File: config.mk
export PLATFORM = sky130hd
export DESIGN_NAME = xge_pkt_rx_source_flat
export DESIGN_NICKNAME = d
export VERILOG_FILES = /design/src/rtl/xge_pkt_pkg.sv /design/src/rtl/xge_pkt_rx_source_if.sv /design/src/rtl/xge_sync_fifo.sv /design/src/rtl/xge_pkt_rx_source.sv /design/src/flat_wrapper.sv
export SDC_FILE = /design/constraint.sdc
export NUM_CORES = 2
export LEC_CHECK = 0
export CAP_MARGIN = 10
export CELL_PAD_IN_SITES_DETAIL_PLACEMENT = 0
export CELL_PAD_IN_SITES_GLOBAL_PLACEMENT = 1
export CORE_MARGIN = 4
export CORE_UTILIZATION = 30
export CTS_CLUSTER_SIZE = 20
export DETAILED_ROUTE_END_ITERATION = 8
export GPL_TIMING_DRIVEN = 0
export PLACE_DENSITY = 0.46
export SLEW_MARGIN = 20
export SYNTH_ARGS = -nofsm -noshare
export SYNTH_HDL_FRONTEND = slang
export SYNTH_MEMORY_MAX_BITS = 65536
export SYNTH_SLANG_ARGS = --single-unit
File: constraint.sdc
create_clock -name clk_156m25 -period 5.6 [get_ports clk_156m25]
set_input_delay 0.56 -clock clk_156m25 [delete_from_list [all_inputs] [get_ports clk_156m25]]
set_output_delay 0.56 -clock clk_156m25 [all_outputs]
set_load 0.05 [all_outputs]
File: src/rtl/xge_pkt_pkg.sv
// Shared types for the packet-receive source: one buffered frame word and its flags.
// Latency: n/a (types and constants only).
// Backpressure: n/a.
package xge_pkt_pkg;

    // One stored frame word: 64 data bits plus framing flags (70 bits total).
    typedef struct packed {
        logic [63:0] data;  // byte 0 in [7:0]
        logic        sop;   // first word of frame
        logic        eop;   // last word of frame
        logic [2:0]  mod;   // valid bytes on eop word, PKT_MOD_FULL = all 8
        logic        err;   // frame error, meaningful on eop word
    } pkt_word_t;

    localparam int          PKT_WORD_W   = $bits(pkt_word_t);
    localparam logic [2:0]  PKT_MOD_FULL = 3'd0;

endpackage

File: src/rtl/xge_pkt_rx_source_if.sv
// Bundles the upstream write port and the host pkt_rx_* read port of the frame source.
// Latency: n/a (wiring only).
// Backpressure: wr_full on the write side, pkt_rx_avail/pkt_rx_ren on the read side.
//
// Signals
//   wr_en/wr_data/wr_sop/wr_eop/wr_mod/wr_err  upstream word write
//   wr_full, ovf                               write-side status
//   pkt_rx_ren                                 host read enable
//   pkt_rx_avail/val/data/sop/eop/mod/err      host read side
// Modports
//   master : the frame source itself (drives status and pkt_rx_* outputs)
//   slave  : upstream writer plus host reader
interface xge_pkt_rx_source_if;

    logic        wr_en;
    logic [63:0] wr_data;
    logic        wr_sop;
    logic        wr_eop;
    logic [2:0]  wr_mod;
    logic        wr_err;
    logic        wr_full;
    logic        ovf;

    logic        pkt_rx_ren;
    logic        pkt_rx_avail;
    logic        pkt_rx_val;
    logic [63:0] pkt_rx_data;
    logic        pkt_rx_sop;
    logic        pkt_rx_eop;
    logic [2:0]  pkt_rx_mod;
    logic        pkt_rx_err;

    modport master (
        input  wr_en, wr_data, wr_sop, wr_eop, wr_mod, wr_err, pkt_rx_ren,
        output wr_full, ovf, pkt_rx_avail, pkt_rx_val, pkt_rx_data,
               pkt_rx_sop, pkt_rx_eop, pkt_rx_mod, pkt_rx_err
    );

    modport slave (
        output wr_en, wr_data, wr_sop, wr_eop, wr_mod, wr_err, pkt_rx_ren,
        input  wr_full, ovf, pkt_rx_avail, pkt_rx_val, pkt_rx_data,
               pkt_rx_sop, pkt_rx_eop, pkt_rx_mod, pkt_rx_err
    );

endinterface

File: src/rtl/xge_sync_fifo.sv
// Single-clock FIFO with registered full/empty and a registered read-data port.
// Latency: write visible to a read one cycle later; read data appears the cycle after rd_en.
// Backpressure: writes while full_o=1 and reads while empty_o=1 are ignored.
//
// Ports
//   clk, rst_n            clock, asynchronous active-low reset
//   wr_en_i, wr_data_i    push request and data
//   full_o                registered: occupancy == 2**DEPTH_LOG2
//   rd_en_i               pop request
//   rd_head_o             combinational view of the word at the read pointer
//   rd_data_o             registered popped word; holds when no pop
//   empty_o               registered: occupancy == 0
module xge_sync_fifo #(
    parameter int WIDTH      = 70,
    parameter int DEPTH_LOG2 = 6
) (
    input  logic             clk,
    input  logic             rst_n,
    input  logic             wr_en_i,
    input  logic [WIDTH-1:0] wr_data_i,
    output logic             full_o,
    input  logic             rd_en_i,
    output logic [WIDTH-1:0] rd_head_o,
    output logic [WIDTH-1:0] rd_data_o,
    output logic             empty_o
);

    localparam int AW    = DEPTH_LOG2;
    localparam int DEPTH = 1 << AW;
    localparam logic [AW:0] PTR_ONE = {{AW{1'b0}}, 1'b1};

    logic [WIDTH-1:0] mem_q [DEPTH];

    // Pointers carry one extra MSB so that equal addresses can be told apart
    // as either empty (MSBs equal) or full (MSBs differ).
    logic [AW:0]      wr_ptr_q, wr_ptr_d;
    logic [AW:0]      rd_ptr_q, rd_ptr_d;
    logic             full_q, full_d;
    logic             empty_q, empty_d;
    logic [WIDTH-1:0] rd_data_q;
    logic             push, pop;

    always_comb begin
        push     = wr_en_i && !full_q;
        pop      = rd_en_i && !empty_q;
        wr_ptr_d = wr_ptr_q;
        rd_ptr_d = rd_ptr_q;
        if (push) begin
            wr_ptr_d = wr_ptr_q + PTR_ONE;
        end
        if (pop) begin
            rd_ptr_d = rd_ptr_q + PTR_ONE;
        end
        full_d  = (wr_ptr_d[AW] != rd_ptr_d[AW]) &&
                  (wr_ptr_d[AW-1:0] == rd_ptr_d[AW-1:0]);
        empty_d = (wr_ptr_d == rd_ptr_d);
    end

    always_ff @(posedge clk or negedge rst_n) begin
        if (!rst_n) begin
            wr_ptr_q  <= '0;
            rd_ptr_q  <= '0;
            full_q    <= 1'b0;
            empty_q   <= 1'b1;
            rd_data_q <= '0;
        end else begin
            wr_ptr_q <= wr_ptr_d;
            rd_ptr_q <= rd_ptr_d;
            full_q   <= full_d;
            empty_q  <= empty_d;
            if (pop) begin
                rd_data_q <= mem_q[rd_ptr_q[AW-1:0]];
            end
        end
    end

    // Storage is not reset: the pointers alone define which entries are live.
    always_ff @(posedge clk) begin
        if (push) begin
            mem_q[wr_ptr_q[AW-1:0]] <= wr_data_i;
        end
    end

    assign full_o    = full_q;
    assign empty_o   = empty_q;
    assign rd_head_o = mem_q[rd_ptr_q[AW-1:0]];
    assign rd_data_o = rd_data_q;

endmodule

File: src/rtl/xge_pkt_rx_source.sv
// Frame-buffered pkt_rx_* source: stores upstream words, releases only complete frames.
// Latency: one cycle from an accepted pkt_rx_ren to pkt_rx_val with the word fields.
// Backpressure: registered wr_full drops writes (sticky ovf); reads wait for pkt_rx_avail.
//
// Ports
//   clk_156m25       single clock, all logic on posedge
//   reset_156m25_n   asynchronous active-low reset, discards all buffered words
//   rx_if            write port, status and host read port (master modport)
module xge_pkt_rx_source
    import xge_pkt_pkg::*;
#(
    parameter int DEPTH_LOG2 = 6,
    parameter int FRM_CNT_W  = 7    // must hold 2**DEPTH_LOG2 frames: >= DEPTH_LOG2+1
) (
    input  logic                 clk_156m25,
    input  logic                 reset_156m25_n,
    xge_pkt_rx_source_if.master  rx_if
);

    localparam logic [FRM_CNT_W-1:0] CNT_ONE = {{(FRM_CNT_W-1){1'b0}}, 1'b1};

    pkt_word_t              wr_word;
    pkt_word_t              head_word;
    pkt_word_t              rd_word;
    logic [PKT_WORD_W-1:0]  fifo_head;
    logic [PKT_WORD_W-1:0]  fifo_rd_data;
    logic                   fifo_full;
    logic                   fifo_empty;

    logic [FRM_CNT_W-1:0]   frm_cnt_q, frm_cnt_d;
    logic                   avail_q, avail_d;
    logic                   ovf_q, ovf_d;
    logic                   val_q;
    logic                   push_acc;
    logic                   pop;
    logic                   frm_in;
    logic                   frm_out;
    logic                   unused_head;

    assign wr_word = {rx_if.wr_data, rx_if.wr_sop, rx_if.wr_eop, rx_if.wr_mod, rx_if.wr_err};

    xge_sync_fifo #(
        .WIDTH      (PKT_WORD_W),
        .DEPTH_LOG2 (DEPTH_LOG2)
    ) u_fifo (
        .clk       (clk_156m25),
        .rst_n     (reset_156m25_n),
        .wr_en_i   (rx_if.wr_en),
        .wr_data_i (wr_word),
        .full_o    (fifo_full),
        .rd_en_i   (pop),
        .rd_head_o (fifo_head),
        .rd_data_o (fifo_rd_data),
        .empty_o   (fifo_empty)
    );

    assign head_word = fifo_head;
    assign rd_word   = fifo_rd_data;

    // Only the eop flag of the head word matters here; the rest arrives via rd_data.
    assign unused_head = ^{head_word.data, head_word.sop, head_word.mod, head_word.err};

    always_comb begin
        push_acc = rx_if.wr_en && !fifo_full;
        // A nonzero frame count guarantees a complete frame sits at or behind the
        // head, so a read can never run into a frame still being written.
        pop      = rx_if.pkt_rx_ren && (frm_cnt_q != '0) && !fifo_empty;
        frm_in   = push_acc && rx_if.wr_eop;
        frm_out  = pop && head_word.eop;

        frm_cnt_d = frm_cnt_q;
        case ({frm_in, frm_out})
            2'b10:   frm_cnt_d = frm_cnt_q + CNT_ONE;
            2'b01:   frm_cnt_d = frm_cnt_q - CNT_ONE;
            default: frm_cnt_d = frm_cnt_q;
        endcase

        // avail follows the updated count so the last eop pop lowers it
        // in the same cycle that word is presented.
        avail_d = (frm_cnt_d != '0);
        ovf_d   = ovf_q || (rx_if.wr_en && fifo_full);
    end

    always_ff @(posedge clk_156m25 or negedge reset_156m25_n) begin
        if (!reset_156m25_n) begin
            frm_cnt_q <= '0;
            avail_q   <= 1'b0;
            ovf_q     <= 1'b0;
            val_q     <= 1'b0;
        end else begin
            frm_cnt_q <= frm_cnt_d;
            avail_q   <= avail_d;
            ovf_q     <= ovf_d;
            val_q     <= pop;
        end
    end

    assign rx_if.wr_full      = fifo_full;
    assign rx_if.ovf          = ovf_q;
    assign rx_if.pkt_rx_avail = avail_q;
    assign rx_if.pkt_rx_val   = val_q;
    assign rx_if.pkt_rx_data  = rd_word.data;
    assign rx_if.pkt_rx_sop   = rd_word.sop;
    assign rx_if.pkt_rx_eop   = rd_word.eop;
    assign rx_if.pkt_rx_mod   = rd_word.mod;
    assign rx_if.pkt_rx_err   = rd_word.err;

endmodule
File: src/flat_wrapper.sv
// flat-port wrapper written by rule: the top's interface ports become plain ports
module xge_pkt_rx_source_flat import xge_pkt_pkg::*;
#(
    parameter int DEPTH_LOG2 = 6,
    parameter int FRM_CNT_W  = 7                                                      
)
  (clk_156m25, reset_156m25_n, rx_if_wr_en, rx_if_wr_data, rx_if_wr_sop, rx_if_wr_eop, rx_if_wr_mod, rx_if_wr_err, rx_if_pkt_rx_ren, rx_if_wr_full, rx_if_ovf, rx_if_pkt_rx_avail, rx_if_pkt_rx_val, rx_if_pkt_rx_data, rx_if_pkt_rx_sop, rx_if_pkt_rx_eop, rx_if_pkt_rx_mod, rx_if_pkt_rx_err);
  xge_pkt_rx_source_if rx_if_i ();
  input  logic clk_156m25;
  input  logic reset_156m25_n;
  input wire logic [$bits(rx_if_i.wr_en)-1:0] rx_if_wr_en;
  input wire logic [$bits(rx_if_i.wr_data)-1:0] rx_if_wr_data;
  input wire logic [$bits(rx_if_i.wr_sop)-1:0] rx_if_wr_sop;
  input wire logic [$bits(rx_if_i.wr_eop)-1:0] rx_if_wr_eop;
  input wire logic [$bits(rx_if_i.wr_mod)-1:0] rx_if_wr_mod;
  input wire logic [$bits(rx_if_i.wr_err)-1:0] rx_if_wr_err;
  input wire logic [$bits(rx_if_i.pkt_rx_ren)-1:0] rx_if_pkt_rx_ren;
  output wire logic [$bits(rx_if_i.wr_full)-1:0] rx_if_wr_full;
  output wire logic [$bits(rx_if_i.ovf)-1:0] rx_if_ovf;
  output wire logic [$bits(rx_if_i.pkt_rx_avail)-1:0] rx_if_pkt_rx_avail;
  output wire logic [$bits(rx_if_i.pkt_rx_val)-1:0] rx_if_pkt_rx_val;
  output wire logic [$bits(rx_if_i.pkt_rx_data)-1:0] rx_if_pkt_rx_data;
  output wire logic [$bits(rx_if_i.pkt_rx_sop)-1:0] rx_if_pkt_rx_sop;
  output wire logic [$bits(rx_if_i.pkt_rx_eop)-1:0] rx_if_pkt_rx_eop;
  output wire logic [$bits(rx_if_i.pkt_rx_mod)-1:0] rx_if_pkt_rx_mod;
  output wire logic [$bits(rx_if_i.pkt_rx_err)-1:0] rx_if_pkt_rx_err;
  assign rx_if_i.wr_en = rx_if_wr_en;
  assign rx_if_i.wr_data = rx_if_wr_data;
  assign rx_if_i.wr_sop = rx_if_wr_sop;
  assign rx_if_i.wr_eop = rx_if_wr_eop;
  assign rx_if_i.wr_mod = rx_if_wr_mod;
  assign rx_if_i.wr_err = rx_if_wr_err;
  assign rx_if_i.pkt_rx_ren = rx_if_pkt_rx_ren;
  assign rx_if_wr_full = rx_if_i.wr_full;
  assign rx_if_ovf = rx_if_i.ovf;
  assign rx_if_pkt_rx_avail = rx_if_i.pkt_rx_avail;
  assign rx_if_pkt_rx_val = rx_if_i.pkt_rx_val;
  assign rx_if_pkt_rx_data = rx_if_i.pkt_rx_data;
  assign rx_if_pkt_rx_sop = rx_if_i.pkt_rx_sop;
  assign rx_if_pkt_rx_eop = rx_if_i.pkt_rx_eop;
  assign rx_if_pkt_rx_mod = rx_if_i.pkt_rx_mod;
  assign rx_if_pkt_rx_err = rx_if_i.pkt_rx_err;
  xge_pkt_rx_source #(.DEPTH_LOG2(DEPTH_LOG2), .FRM_CNT_W(FRM_CNT_W)) u_core (.clk_156m25(clk_156m25), .reset_156m25_n(reset_156m25_n), .rx_if(rx_if_i));
endmodule
# --- After elaboration in Yosys (flattened, before gate mapping) ---
# Memory sizes are Yosys's and may differ from the RTL's.
# Cells that the tools add are included.
op_classes:
  addsub: 4
  n_eq_ne: 5
  mux: 5
  reduce_logical: 13
op_table:
  columns: ["op", "count"]
  rows:
  - ["7-bit by 1-bit adder with 7-bit output, second input constant", 3]
  - ["7-bit 2-to-1 mux", 2]
  - ["7-bit one-hot mux with 2 select lines", 1]
  - ["7-bit nonzero test", 2]
  - ["1-bit logical AND", 8]
  - ["7-bit == test", 1]
  - ["7-bit by 1-bit subtractor with 7-bit output, second input constant", 1]
  - ["6-bit == test", 1]
  - ["2-bit by 1-bit == test with 1-bit output, second input constant", 1]
  - ["2-bit == test, second input constant", 1]
  - ["1-bit zero test", 2]
  - ["1-bit 2-to-1 mux", 2]
  - ["1-bit logical OR", 1]
  - ["1-bit inequality test", 1]
word_totals:
  regBits: 96
  ramBits: 4480
  input_bits: 74
  out_inout_bits: 74
  word_cells: 37
  memories: 1
mem_list:
  columns: ["name", "depth", "word_bits", "read_ports", "rd_clocked_by_memory_dff", "wr", "line_no", "source"]
  rows:
  - ["u_core.u_fifo.mem_q", 64, 70, 1, 0, 1, "xge_sync_fifo.sv:32", "logic [WIDTH-1:0] mem_q [DEPTH];"]

# --- Logic depth before layout (Yosys ltp) ---
logic_depth:
  word_depth: 7
  ltp_mapped: 20
  depth_no_buf: 15

# --- Cells and area by module ---
# A second synthesis with hierarchy kept.
hier_totals:
  hier_cells: 8383
  area_unflattened_um2: 176391.7
modules_own_cells:
  columns: ["module", "n_inst", "cells_per_inst", "area_each_um2", "seq_area_each_um2"]
  rows:
  - ["xge_sync_fifo", 1, 8314, 175704.8, 136682.3]
  - ["xge_pkt_rx_source", 1, 69, 686.9, 250.2]

# --- Worst setup path after synthesis ---
# OpenSTA, ideal clock, no wires.
synth_timing:
  path_type: "register to register"
  startpoint: "register u_core.u_fifo.full_q, in the netlist u_core.u_fifo.full_o"
  endpoint: "memory u_core.u_fifo.mem_q[19][0] (enable)"
  setup_ns: 0.499
  arrival_time_ns: 4.367
  required_ns: 5.101
  path_slack_ns: 0.734
  stages_incl_launch_ff: 5
  path_buffers: 0
  synth_period_minus_slack_ns: 4.866
  cell_sequence: "dfrtp_1 nor2b_1 nor2b_1 nand3_1 nor2_1"
synth_via:
  elab_chain_cells: 4
synth_lines:
  columns: ["item", "line_no", "source"]
  rows:
  - ["start, declared", "xge_sync_fifo.sv:38", "logic full_q, full_d;"]
  - ["start signal, assigned", "xge_sync_fifo.sv:69", "full_q <= full_d;"]
  - ["1-bit zero test", "xge_sync_fifo.sv:44", "push = wr_en_i && !full_q;"]
  - ["1-bit logical AND", "xge_sync_fifo.sv:44", null]
  - ["1-bit 2-to-1 mux", "xge_sync_fifo.sv:79", "if (push) begin"]
  - ["1-bit 2-to-1 mux (not written as such)", "xge_sync_fifo.sv:80", "mem_q[wr_ptr_q[AW-1:0]] <= wr_data_i;"]
  - ["end, declared", "xge_sync_fifo.sv:32", null]
# No other way between the ends.

# --- Worst setup path in the final report ---
layout_timing:
  startpoint: "register u_core.u_fifo.rd_ptr_q[2]"
  endpoint: "register u_core.avail_q, in the netlist u_core.rx_if.pkt_rx_avail"
layout_via:
  elab_chain_cells: 5
  word_cells_on_any_way: 6
  classes_between: "eq/ne: 2; mux: 1; reduce/logical: 2; memory: 1"
layout_lines:
  columns: ["item", "line_no", "source"]
  rows:
  - ["start, declared", "xge_sync_fifo.sv:37", "logic [AW:0] rd_ptr_q, rd_ptr_d;"]
  - ["start signal, assigned", "xge_sync_fifo.sv:68", "rd_ptr_q <= rd_ptr_d;"]
  - ["memory read 64 x 70 bit *", null, null]
  - ["1-bit logical AND *", "xge_pkt_rx_source.sv:69", "frm_out = pop && head_word.eop;"]
  - ["2-bit by 1-bit == test with 1-bit output / 2-bit == test (equally long branches)", "xge_pkt_rx_source.sv:72", "case ({frm_in, frm_out})"]
  - ["7-bit one-hot mux with 2 select lines *", "xge_pkt_rx_source.sv:72", null]
  - ["via u_core.frm_cnt_d[4]", "xge_pkt_rx_source.sv:30", "logic [FRM_CNT_W-1:0] frm_cnt_q, frm_cnt_d;"]
  - ["7-bit nonzero test *", "xge_pkt_rx_source.sv:80", "avail_d = (frm_cnt_d != '0);"]
  - ["via u_core.avail_d", "xge_pkt_rx_source.sv:31", "logic avail_q, avail_d;"]
  - ["end signal, assigned", "xge_pkt_rx_source.sv:92", "avail_q <= avail_d;"]
  - ["end, declared", "xge_pkt_rx_source.sv:31", null]
# Mark *: on every way through the listed nets, which the timed path passes. The rest lies on a longest branch.
# A chain may end at the register's enable or synchronous reset.

==> metrics list <==
* Outcome: finished clean
* Num CTS Buffers: 526
* I/O pin count: 148
* First-pass GRT wire length: 881100 um
- The post-route netlist has 28.16% of its cells at a drive strength greater than 1.
- The worst-case IR drop observed on VDD is 293.7 uV.
- The layout has 52101 filler cells.
- Entering global routing, the biggest net connects 65 pins.
* Worst Path Arrival: 6.28 ns
- Width of the die: 768.0 um
* Initial DRC count: 12368
- Counting along the longest clock path gives a buffer depth of 4.
- Slew of the pin with the lowest slew margin: 1.236 ns
* Data required time at the worst endpoint: 6.51 ns
- Ranking of synthesized cells by area: sky130_fd_sc_hd__edfxtp_1 78%, sky130_fd_sc_hd__mux4_2 12%, sky130_fd_sc_hd__mux2i_1 1.9%
* Final Total Pwr: 107.4 mW
- Setup violations remaining at the end of the flow were counted as 0.
- From synthesis to final layout, the design area changed by 23.15%.
* Clk Latency, worst-skew pair: 1.09 ns
- In this run the tool buffered the top-level ports with 147 buffer cells.
- Die Height: 768.0 um
* Post-DR wirelength/cell: 39.22 um
* EDFF count, synth: 4480
- Cell area after synthesis: 173300 um2
* Warnings, synthesis: 0
* Leading cell types by count after synthesis: 4480 x sky130_fd_sc_hd__edfxtp_1, 934 x sky130_fd_sc_hd__mux4_2, 323 x sky130_fd_sc_hd__mux2i_1
* Core outline area: 574300 um2
* Depth of the CTS H-tree: 6
- The worst setup path is launched from a flop.
* Syn Inst Count: 7833
- The total count of hold-check failures in the final report came to 0.
- For this run, design rule violations remaining after detail routing come to 0.
* Root buffer selected by CTS: sky130_fd_sc_hd__clkbuf_16
* Clock period minus worst slack: 5.369 ns
- Maximum net fanout on the critical path: 10
* Biggest area consumer among synthesized cells: sky130_fd_sc_hd__edfxtp_1
* Post-CTS setup buffers: 0
- Antenna violations before repair: 75
* Sequential fraction of the synthesis area: 79.01%
- Synthesized area per cell: 22.12 um2
* Die Area: 589900 um2
- After synthesis, the netlist uses 66 different library cells.
- CTS clock-pin slew for the worst setup and hold paths: 0.06 ns
- In this run the static leakage power is 67.21 nW.
- The critical path is of the flop to flop type.
* Power density relative to cell area: 503.2 nW/um2
- Total number of vias: 92771
- Global routing usage summed across all routing layers: 22.26%
- Most used standard cell by instance count after synthesis: sky130_fd_sc_hd__edfxtp_1
- The via count of the first global-routing pass was 91738.
- DRT Pass-1 Iters: 6
- Setup repair after global routing left no endpoint under its margin.
- Max-cap violations in this run came to 0.
* NumNets Final: 9135
* Drt via density: 5.399
* Total of flip-flops plus latches after synthesis: 4576
* Area share of the largest cell type after synthesis: 77.63%
* Initial core utilization: 30.18%
* Fraction of synthesis flops using an asynchronous set or reset pin: 2.098%
* GRT Residual Overflow: 0
- The number of slew-limit violations in the final report was 0.
* Number of sinks driven by the clock tree: 4576
- The most used flip-flop cell after synthesis is sky130_fd_sc_hd__edfxtp_1.
* Rows: 278
* Top achievable clock speed: 186.3 MHz
- Final hold analysis gives a worst-case slack of 0.06345 ns.
- After detailed routing, the total wire length is 674000 um.
* Type of the worst min-delay path: input port to flop
- TritonCTS built the clock tree.
- Synthesis produced a netlist with a net count of 7916.
- Once detail routing completed, the nets flagged for antenna violations numbered 0.
* Clock Skew: 0.04836 ns
- Final HPWL DP: 484400 um
- At the end of routability-driven placement, the weighted congestion stood at 0.7879.
- Final worst-path cycle share: 95.88%
* Tightest slew margin relative to the limit: 15.45%
- Crit. End Element: flop
[what timing repair did]
item | in CTS | in global routing
endpoints found under the setup margin | 16 | 1
cloned | 0 | 0
hold endpoints to repair | 1792 | 0
resized for setup | 40 | 5
pin swaps | 0 | 0
hold buffers | 58 | 0
[path summary, 6_finish.rpt]
check	from	endpoint	slack, ns	cells after the start
hold / removal	rx_if_wr_data[47]	u_core.u_fifo.mem_q[46][53]$_DFFE_PP_	0.06	1
setup / recovery	u_core.u_fifo.rd_ptr_q[2]$_DFF_PN0_	u_core.rx_if.pkt_rx_avail$_DFF_PN0_	0.23	18
hold reg to reg	u_core.rx_if.ovf$_DFF_PN0_	u_core.rx_if.ovf$_DFF_PN0_	0.45	1
setup reg to reg	u_core.u_fifo.rd_ptr_q[2]$_DFF_PN0_	u_core.rx_if.pkt_rx_avail$_DFF_PN0_	0.23	18
min in group asynchronous	reset_156m25_n	u_core.u_fifo.rd_data_o[6]$_DFFE_PN0P_	0.57	3
max in group asynchronous	reset_156m25_n	u_core.u_fifo.rd_data_o[24]$_DFFE_PN0P_	4.23	4
[layout by cell type, fill, tap and decap left out, types with 65 or more instances in the layout]
master,instances
sky130_fd_sc_hd__mux4_2,934
sky130_fd_sc_hd__clkinv_1,94
sky130_fd_sc_hd__clkbuf_1,275
sky130_fd_sc_hd__buf_16,189
sky130_fd_sc_hd__a22oi_1,184
sky130_fd_sc_hd__o22ai_1,86
sky130_fd_sc_hd__buf_2,178
sky130_fd_sc_hd__clkinv_2,76
sky130_fd_sc_hd__mux2_2,65
sky130_fd_sc_hd__dfrtp_1,95
sky130_fd_sc_hd__o21ai_0,69
sky130_fd_sc_hd__clkbuf_2,109
sky130_fd_sc_hd__buf_12,294
sky130_fd_sc_hd__mux2i_1,323
sky130_fd_sc_hd__clkbuf_16,533
sky130_fd_sc_hd__nand2_1,158
sky130_fd_sc_hd__clkdlybuf4s50_1,76
sky130_fd_sc_hd__a22o_1,85
sky130_fd_sc_hd__edfxtp_1,4480
sky130_fd_sc_hd__a21oi_1,294
[through the flow]
stage / setup WS [ns] / instances / utilization (%) / area (um2) / TNS [ns]
3_3_place_gp: -7.635 / 15680 / 32.11 / 184400 / -
4_1_cts: 0.008936 / 17172 / 37.15 / 213400 / 0
5_1_grt: 0.0004667 / 17172 / 37.16 / 213400 / 0
2_1_floorplan: 0.7342 / 7833 / - / 173300 / 0
6_report: 0.2309 / 17184 / 37.16 / 213400 / 0
3_5_place_dp: -1.701 / 16177 / 34.15 / 196100 / -10.13
[layer usage]
layer | GRT usage [%] | wire [um]
met5 | 0 | 0
met4 | 6.159 | 20610
met3 | 3.998 | 52440
met2 | 35.51 | 315400
met1 | 31.34 | 285600
[cell families (layout without fill, tap and decap cells)]
| family | Yosys count | count (layout) | synth area share (%) |
|---|---|---|---|
| compound gates | 1009 | 1009 | 4.018 |
| fa+ha+maj | 9 | 9 | 0.06931 |
| buf+inv | 460 | 2098 | 1.141 |
| flops | 4576 | 4576 | 79.01 |
| other cells | 0 | 13 | 0 |
| mux | 1328 | 1328 | 14.47 |
| simple gates | 427 | 427 | 1.160 |
| xor+xnor | 24 | 24 | 0.1300 |
[worst max-delay path, stage by stage (launching register included)]
cell	delay [ns]
sky130_fd_sc_hd__dfrtp_1	0.37
sky130_fd_sc_hd__buf_2	0.37
sky130_fd_sc_hd__buf_2	0.46
sky130_fd_sc_hd__buf_4	0.34
sky130_fd_sc_hd__buf_12	0.21
sky130_fd_sc_hd__clkbuf_2	0.28
sky130_fd_sc_hd__mux4_2	0.42
sky130_fd_sc_hd__o211ai_1	0.23
sky130_fd_sc_hd__o311ai_1	0.18
sky130_fd_sc_hd__a21oi_4	0.38
sky130_fd_sc_hd__nor2_1	0.09
sky130_fd_sc_hd__ha_2	0.26
sky130_fd_sc_hd__ha_1	0.37
sky130_fd_sc_hd__nor2b_1	0.16
sky130_fd_sc_hd__o21a_1	0.17
sky130_fd_sc_hd__o21a_1	0.17
sky130_fd_sc_hd__o31ai_1	0.13
sky130_fd_sc_hd__nor4_2	0.39
sky130_fd_sc_hd__nand4b_1	0.15
[power breakdown]
group / switching (mW) / total, mW / internal [mW]
Clock: 14.4 / 33.4 / 19.1
Combinational: 22.2 / 34.1 / 11.9
Sequential: 0.795 / 39.9 / 39.1
[sequential cells by signal, summed over array words and instances (netlist names)]
name	count
u_core.frm_cnt_q	7
u_core.u_fifo.mem_q	4480
u_core.u_fifo.empty_o	1
u_core.rx_if.ovf	1
u_core.u_fifo.rd_data_o	70
u_core.rx_if.pkt_rx_avail	1
u_core.u_fifo.full_o	1
u_core.u_fifo.rd_ptr_q	7
u_core.u_fifo.wr_ptr_q	7
u_core.rx_if.pkt_rx_val	1
[layout make-up]
type	count	area [um2]	area share [%]
flip-flops and latches	4576	136900	64.16
multi-input cells	2797	34940	16.37
clock buffers	693	14180	6.644
repair buffers	702	13020	6.101
well taps	7700	9634	4.514
clock inverters	254	2435	1.141
plain buffers	441	2207	1.034
diodes	13	32.53	0.01524
inverters	8	30.03	0.01407
No activity file was read; power rests on OpenSTA's default activity.
